File: config.mk
export PLATFORM = sky130hd
export DESIGN_NAME = spi_master_param
export DESIGN_NICKNAME = d
export VERILOG_FILES = /design/src/rtl/spi_master_param_pkg.sv /design/src/rtl/spi_master_param_sclk_gen.sv /design/src/rtl/spi_master_param.sv
export SDC_FILE = /design/constraint.sdc
export NUM_CORES = 1
export LEC_CHECK = 0
export ABC_AREA = 1
export BUFFER_PORTS_ARGS = -buffer_cell sky130_fd_sc_hd__buf_2
export CORE_MARGIN = 8
export CORE_UTILIZATION = 55
export DETAILED_ROUTE_END_ITERATION = 6
export GPL_ROUTABILITY_DRIVEN = 0
export GPL_TIMING_DRIVEN = 0
export PLACE_DENSITY_LB_ADDON = 0.2
export SYNTH_ARGS = -nofsm -noshare
export SYNTH_HDL_FRONTEND = slang
export SYNTH_HIERARCHICAL = 1
export SYNTH_SLANG_ARGS = --single-unit
File: constraint.sdc
create_clock -name clk -period 2.1 [get_ports clk]
set_input_delay 0.21 -clock clk [delete_from_list [all_inputs] [get_ports clk]]
set_output_delay 0.21 -clock clk [all_outputs]
set_load 0.01 [all_outputs]
File: src/rtl/spi_master_param_pkg.sv
// spi_master_param_pkg: shared FSM encoding and chip-select width helper
package spi_master_param_pkg;
  typedef enum logic [2:0] {ST_IDLE, ST_LEAD, ST_SHIFT, ST_TRAIL, ST_DONE} state_t;
  function automatic int cs_w(input int n);
    return (n <= 1) ? 1 : $clog2(n);
  endfunction
endpackage

File: src/rtl/spi_master_param_sclk_gen.sv
// spi_master_param_sclk_gen: half-period/edge counters, SCLK level and edge strobes
module spi_master_param_sclk_gen #(
  parameter int DATA_W = 8,
  parameter int DIV_W  = 8
)(
  input  logic             clk,
  input  logic             rst_n,
  input  logic             i_load,
  input  logic             i_shift,
  input  logic             i_cpol,
  input  logic [DIV_W-1:0] i_div,
  output logic             o_hp_end,
  output logic             o_lead_stb,
  output logic             o_trail_stb,
  output logic             o_last_edge,
  output logic             o_sclk
);
  localparam int E_W = $clog2(2*DATA_W) + 1;
  logic [DIV_W-1:0] r_hcnt;
  logic [E_W-1:0]   r_ecnt;
  logic             r_sclk;
  logic             w_edge;
  assign o_hp_end    = r_hcnt == i_div;
  assign w_edge      = i_shift && o_hp_end;
  assign o_lead_stb  = w_edge && !r_ecnt[0];
  assign o_trail_stb = w_edge && r_ecnt[0];
  assign o_last_edge = r_ecnt == E_W'(2*DATA_W-1);
  assign o_sclk      = r_sclk;
  // counters restart while idle so LEAD always gets a full half-period
  always_ff @(posedge clk or negedge rst_n)
    if (!rst_n) begin
      r_hcnt <= '0;
      r_ecnt <= '0;
    end else if (i_load) begin
      r_hcnt <= '0;
      r_ecnt <= '0;
    end else begin
      r_hcnt <= o_hp_end ? '0 : r_hcnt + 1'b1;
      if (w_edge) r_ecnt <= r_ecnt + 1'b1;
    end
  // SCLK follows idle polarity when idle, toggles at each SHIFT half-period end
  always_ff @(posedge clk or negedge rst_n)
    if (!rst_n) r_sclk <= 1'b0;
    else if (i_load) r_sclk <= i_cpol;
    else if (w_edge) r_sclk <= !r_sclk;
endmodule

File: src/rtl/spi_master_param.sv
// spi_master_param: SPI master with runtime mode, divider, bit order and chip select
module spi_master_param import spi_master_param_pkg::*; #(
  parameter int DATA_W = 8,
  parameter int DIV_W  = 8,
  parameter int NUM_CS = 1
)(
  input  logic                      clk,
  input  logic                      rst_n,
  input  logic                      go,
  input  logic [DATA_W-1:0]         data_in,
  input  logic                      cpol,
  input  logic                      cpha,
  input  logic                      lsb_first,
  input  logic [DIV_W-1:0]          clk_div,
  input  logic [cs_w(NUM_CS)-1:0]   cs_sel,
  input  logic                      miso,
  output logic                      sclk,
  output logic                      mosi,
  output logic [NUM_CS-1:0]         cs_n,
  output logic                      busy,
  output logic                      done,
  output logic [DATA_W-1:0]         data_out
);
  localparam int CS_W = cs_w(NUM_CS);
  state_t            r_state, w_next;
  logic [DATA_W-1:0] r_tx, r_rx, r_dout;
  logic [DIV_W-1:0]  r_div;
  logic [CS_W-1:0]   r_cs_sel;
  logic              r_cpha, r_lsb, r_mosi;
  logic              w_idle, w_accept, w_hp_end, w_lead, w_trail, w_last, w_samp, w_shift;
  assign w_idle   = r_state == ST_IDLE || r_state == ST_DONE;
  assign w_accept = go && w_idle;
  assign w_samp   = r_cpha ? w_trail : w_lead;
  assign w_shift  = r_cpha ? w_lead : (w_trail && !w_last);
  assign mosi     = r_mosi;
  assign data_out = r_dout;
  spi_master_param_sclk_gen #(.DATA_W(DATA_W), .DIV_W(DIV_W)) u_sclk (
    .clk         (clk),
    .rst_n       (rst_n),
    .i_load      (w_idle),
    .i_shift     (r_state == ST_SHIFT),
    .i_cpol      (cpol),
    .i_div       (r_div),
    .o_hp_end    (w_hp_end),
    .o_lead_stb  (w_lead),
    .o_trail_stb (w_trail),
    .o_last_edge (w_last),
    .o_sclk      (sclk)
  );
  // state register
  always_ff @(posedge clk or negedge rst_n)
    if (!rst_n) r_state <= ST_IDLE;
    else r_state <= w_next;
  // next state: DONE behaves like IDLE so a held go chains frames
  always_comb begin
    w_next = w_idle ? (go ? ST_LEAD : ST_IDLE) :
             (r_state == ST_LEAD)  ? (w_hp_end ? ST_SHIFT : ST_LEAD) :
             (r_state == ST_SHIFT) ? ((w_trail && w_last) ? ST_TRAIL : ST_SHIFT) :
             (w_hp_end ? ST_DONE : ST_TRAIL);
  end
  // status and one-hot-low chip select decode; out-of-range select drives none
  always_comb begin
    busy = !w_idle;
    done = r_state == ST_DONE;
    cs_n = '1;
    for (int i = 0; i < NUM_CS; i++)
      if (!w_idle && r_cs_sel == CS_W'(i)) cs_n[i] = 1'b0;
  end
  // latch config on accept, then shift TX/RX on the strobed SCLK edges
  always_ff @(posedge clk or negedge rst_n)
    if (!rst_n) begin
      r_tx     <= '0;
      r_rx     <= '0;
      r_dout   <= '0;
      r_div    <= '0;
      r_cs_sel <= '0;
      r_cpha   <= 1'b0;
      r_lsb    <= 1'b0;
      r_mosi   <= 1'b0;
    end else if (w_accept) begin
      r_tx     <= cpha ? data_in : (lsb_first ? data_in >> 1 : data_in << 1);
      r_mosi   <= !cpha && (lsb_first ? data_in[0] : data_in[DATA_W-1]);
      r_rx     <= '0;
      r_div    <= clk_div;
      r_cs_sel <= cs_sel;
      r_cpha   <= cpha;
      r_lsb    <= lsb_first;
    end else begin
      if (w_shift) begin
        r_mosi <= r_lsb ? r_tx[0] : r_tx[DATA_W-1];
        r_tx   <= r_lsb ? r_tx >> 1 : r_tx << 1;
      end
      if (w_samp) r_rx <= r_lsb ? {miso, r_rx[DATA_W-1:1]} : {r_rx[DATA_W-2:0], miso};
      if (r_state == ST_TRAIL && w_hp_end) begin
        r_dout <= r_rx;
        r_mosi <= 1'b0;
      end
    end
endmodule

==> qor.txt <==
Internal: 2403 µW
Die X: 89.63 µm
antenna cell count: 0
layout net count: 483
mean area per synthesized cell: 7.185 µm²
Area growth syn-to-layout: 12.84%
placed cell count: 521
vias in the first global route: 2,504
Final HPWL DP: 4.573 mm
DRC Markers: 0
CP Launch Type: register
deepest clock path buffer count: 2
Post-Synthesis Cells: 415
RR Endpoint: r_tx[5]
Root Buffer: clkbuf_8
period utilization: 89.97%
Boundary Pins: 37
register area share after synthesis: 44.48%
minimum clock period: 1.889 ns
area fraction of the dominant cell type after synthesis: 44.48%
Tightest Pin Transition: 1.205 ns
Area contributors post-synth: dfrtp_1, nand2_1, inv_1, o21ai_0, nor2_1
TritonCTS clock tree: yes
largest net degree at the start of global routing: 54
TNS Setup: 0 ns
Worst-path clk slew: 0.10 ns
core area: 5371 µm²
Post-synth EDFFs: 0
die area: 8034 µm²
share of post-route cells with drive strength above 1: 16.19%
FFs w/ async S/R, synth: 100.0%
Post-synth top cells: nand2_1, dfrtp_1, inv_1, nor2_1, o21ai_0
RSZ-0062 raised after global routing: false
Hold EP: r_div[6]
hold path start: clk_div[6]
port bufs: 34
CP required: 2.30 ns
Initial Utilization: 55.51%
Net Sw Power: 1642 µW
Num CTS Buffers: 5
Worst Path Arrival: 2.09 ns
row count: 27
crit end category: register
hold crit path type: input pin to register
yosys warns: 6
count of final hold-check violations: 0
drt total wl: 6.276 mm
Leak: 0.001839 µW
Syn Nets: 442
# setup viols final: 0
first-pass GRT wire length: 11.23 mm
Net Sw Frac: 40.60%
pwr/cell area: 1202 nW/µm²
first-pass iteration count of the detailed router: 5
Via Count: 2,600
initial antenna violation count: 0
antenna viol nets, final: 0
grt ovf: 0
ys flop type: dfrtp_1
WL per Instance: 11.86 µm
vias per cell: 4.915
minimum hold slack: 0.09410 ns
Clock Power Share: 17.1%
1st-iter DRT viols: 103
non-filler cells, final: 529
Post-CTS Hold Fix Bufs: 0
Rel. slew slack: 19.65%
gr usage total: 17.62%
Worst Hold Depth: 3
synthesized cell area: 2982 µm²
Final Skew: 0.008647 ns
Fmax achieved: 529.3 MHz
most frequent cell after synthesis: nand2_1
clock sinks: 53
Peak VDD IR: 0.5501 mV
maxcap violations: 0
CP Class: register to register
r2r setup slk: 0.21 ns
die extent in y: 89.63 µm
Comb pwr share: 39.6%
H-Tree Depth: 2
status: finished clean
Synth area leader: dfrtp_1
register bit total from synthesis: 53
Seq pwr share: 43.3%
Slew Viols, Final: 0
Yosys cell types: 28
Clk Latency, worst-skew pair: 0.30 ns
reg2reg start: r_state[0]
Worst R2R Path Depth: 11
crit-path max FO: 10
-- repair_timing --
| item | CTS | global route |
|---|---|---|
| setup buffers | 0 | 0 |
| setup endpoints to repair | 0 | 3 |
| endpoints found under the hold margin | 0 | 0 |
| gates resized for setup | 0 | 2 |
-- layer usage --
layer / global-route usage [%] / part of all wire [%] / routed length, µm / up-vias
met4: 4.532 / 0.97 / 61 / 0
met2: 27.34 / 43 / 2710 / 55
met3: 3.731 / 5.2 / 327 / 6
li1: - / - / - / 1372
met1: 24.30 / 51 / 3176 / 1167
met5: 0 / 0 / 0 / -
-- stage by stage --
step	worst slack (ns)	power (µW)	area (µm²)	util [%]
5_1_grt	0.007002	4456	3364	62.64
3_3_place_gp	0.2101	3302	3242	60.35
6_report	0.2106	4045	3364	62.64
3_5_place_dp	0.1768	3371	3242	60.35
2_1_floorplan	0.3973	2928	2982	-
4_1_cts	0.1519	4077	3353	62.43
-- state kept, by name, summed over array words and instances (netlist names), 3 cells and up --
register,count
data_out,8
u_sclk/r_hcnt,8
r_rx,8
u_sclk/r_ecnt,5
r_state,3
r_div,8
r_tx,8
-- worst max-delay path by stage --
stage                     start      end  slack, ns  cells after the start
3_3_place_gp   u_sclk/r_hcnt[5]  r_tx[6]       0.21                     13
3_5_place_dp   u_sclk/r_hcnt[4]  r_tx[5]       0.18                     13
6_report             r_state[0]  r_tx[5]       0.21                     11
5_1_grt              r_state[0]  r_tx[6]      0.007                     11
4_1_cts        u_sclk/r_hcnt[4]  r_tx[5]       0.15                     13
2_1_floorplan  u_sclk/r_hcnt[6]  r_tx[6]       0.40                     11
-- cells by family after synthesis --
group,count (synthesis),share of synthesized area [%]
and+or+nand+nor,241,35.21
buffers and inverters,67,9.400
DFF,53,44.48
AOI/OAI and AO/OA,45,7.889
xor gates and xnor gates,6,1.762
adders and majority gates,3,1.259
-- power groups by stage --
stage / registers (µW) / logic (µW) / clock network (µW)
detailed placement: 1760 / 1610 / 0
finish: 1750 / 1600 / 693
global route: 1820 / 1890 / 750
CTS: 1740 / 1620 / 717
global placement: 1740 / 1560 / 0
floorplan: 1750 / 1180 / 0
-- cell type report --
type,instances,area (µm²)
multi-input combinational,295,1386
tap,72,90.09
clock inverter,2,38.79
inverter,56,210.2
timing repair buffer,34,170.2
fill,496,2007
clock buffer,6,72.57
buffer,11,70.07
sequential,53,1326
-- cell usage in the layout (no fill, tap or decap), drive strengths merged --
master and count:
buf 44, or2 1, o21ai 32, nor3 5
xor2 5, a21oi 5, o22ai 8, clkinv 1
bufinv 1, nand3 21, nand4 10, nand3b 1
ha 3, clkbuf 7, dfrtp 53, inv 56
nor2 38, xnor2 1, nand2 165
-- worst max-delay path, stage by stage (launching register included) --
cell and delay [ns]:
dfrtp_1 0.45, inv_1 0.10, nand3_1 0.12, inv_1 0.19, nand3_4 0.16, nor2_1 0.17, nand2_1 0.11, nand3_4 0.13
buf_6 0.15, nand2_1 0.05, nor2_1 0.09, nor2_1 0.04
No activity file was read; power rests on OpenSTA's default activity.
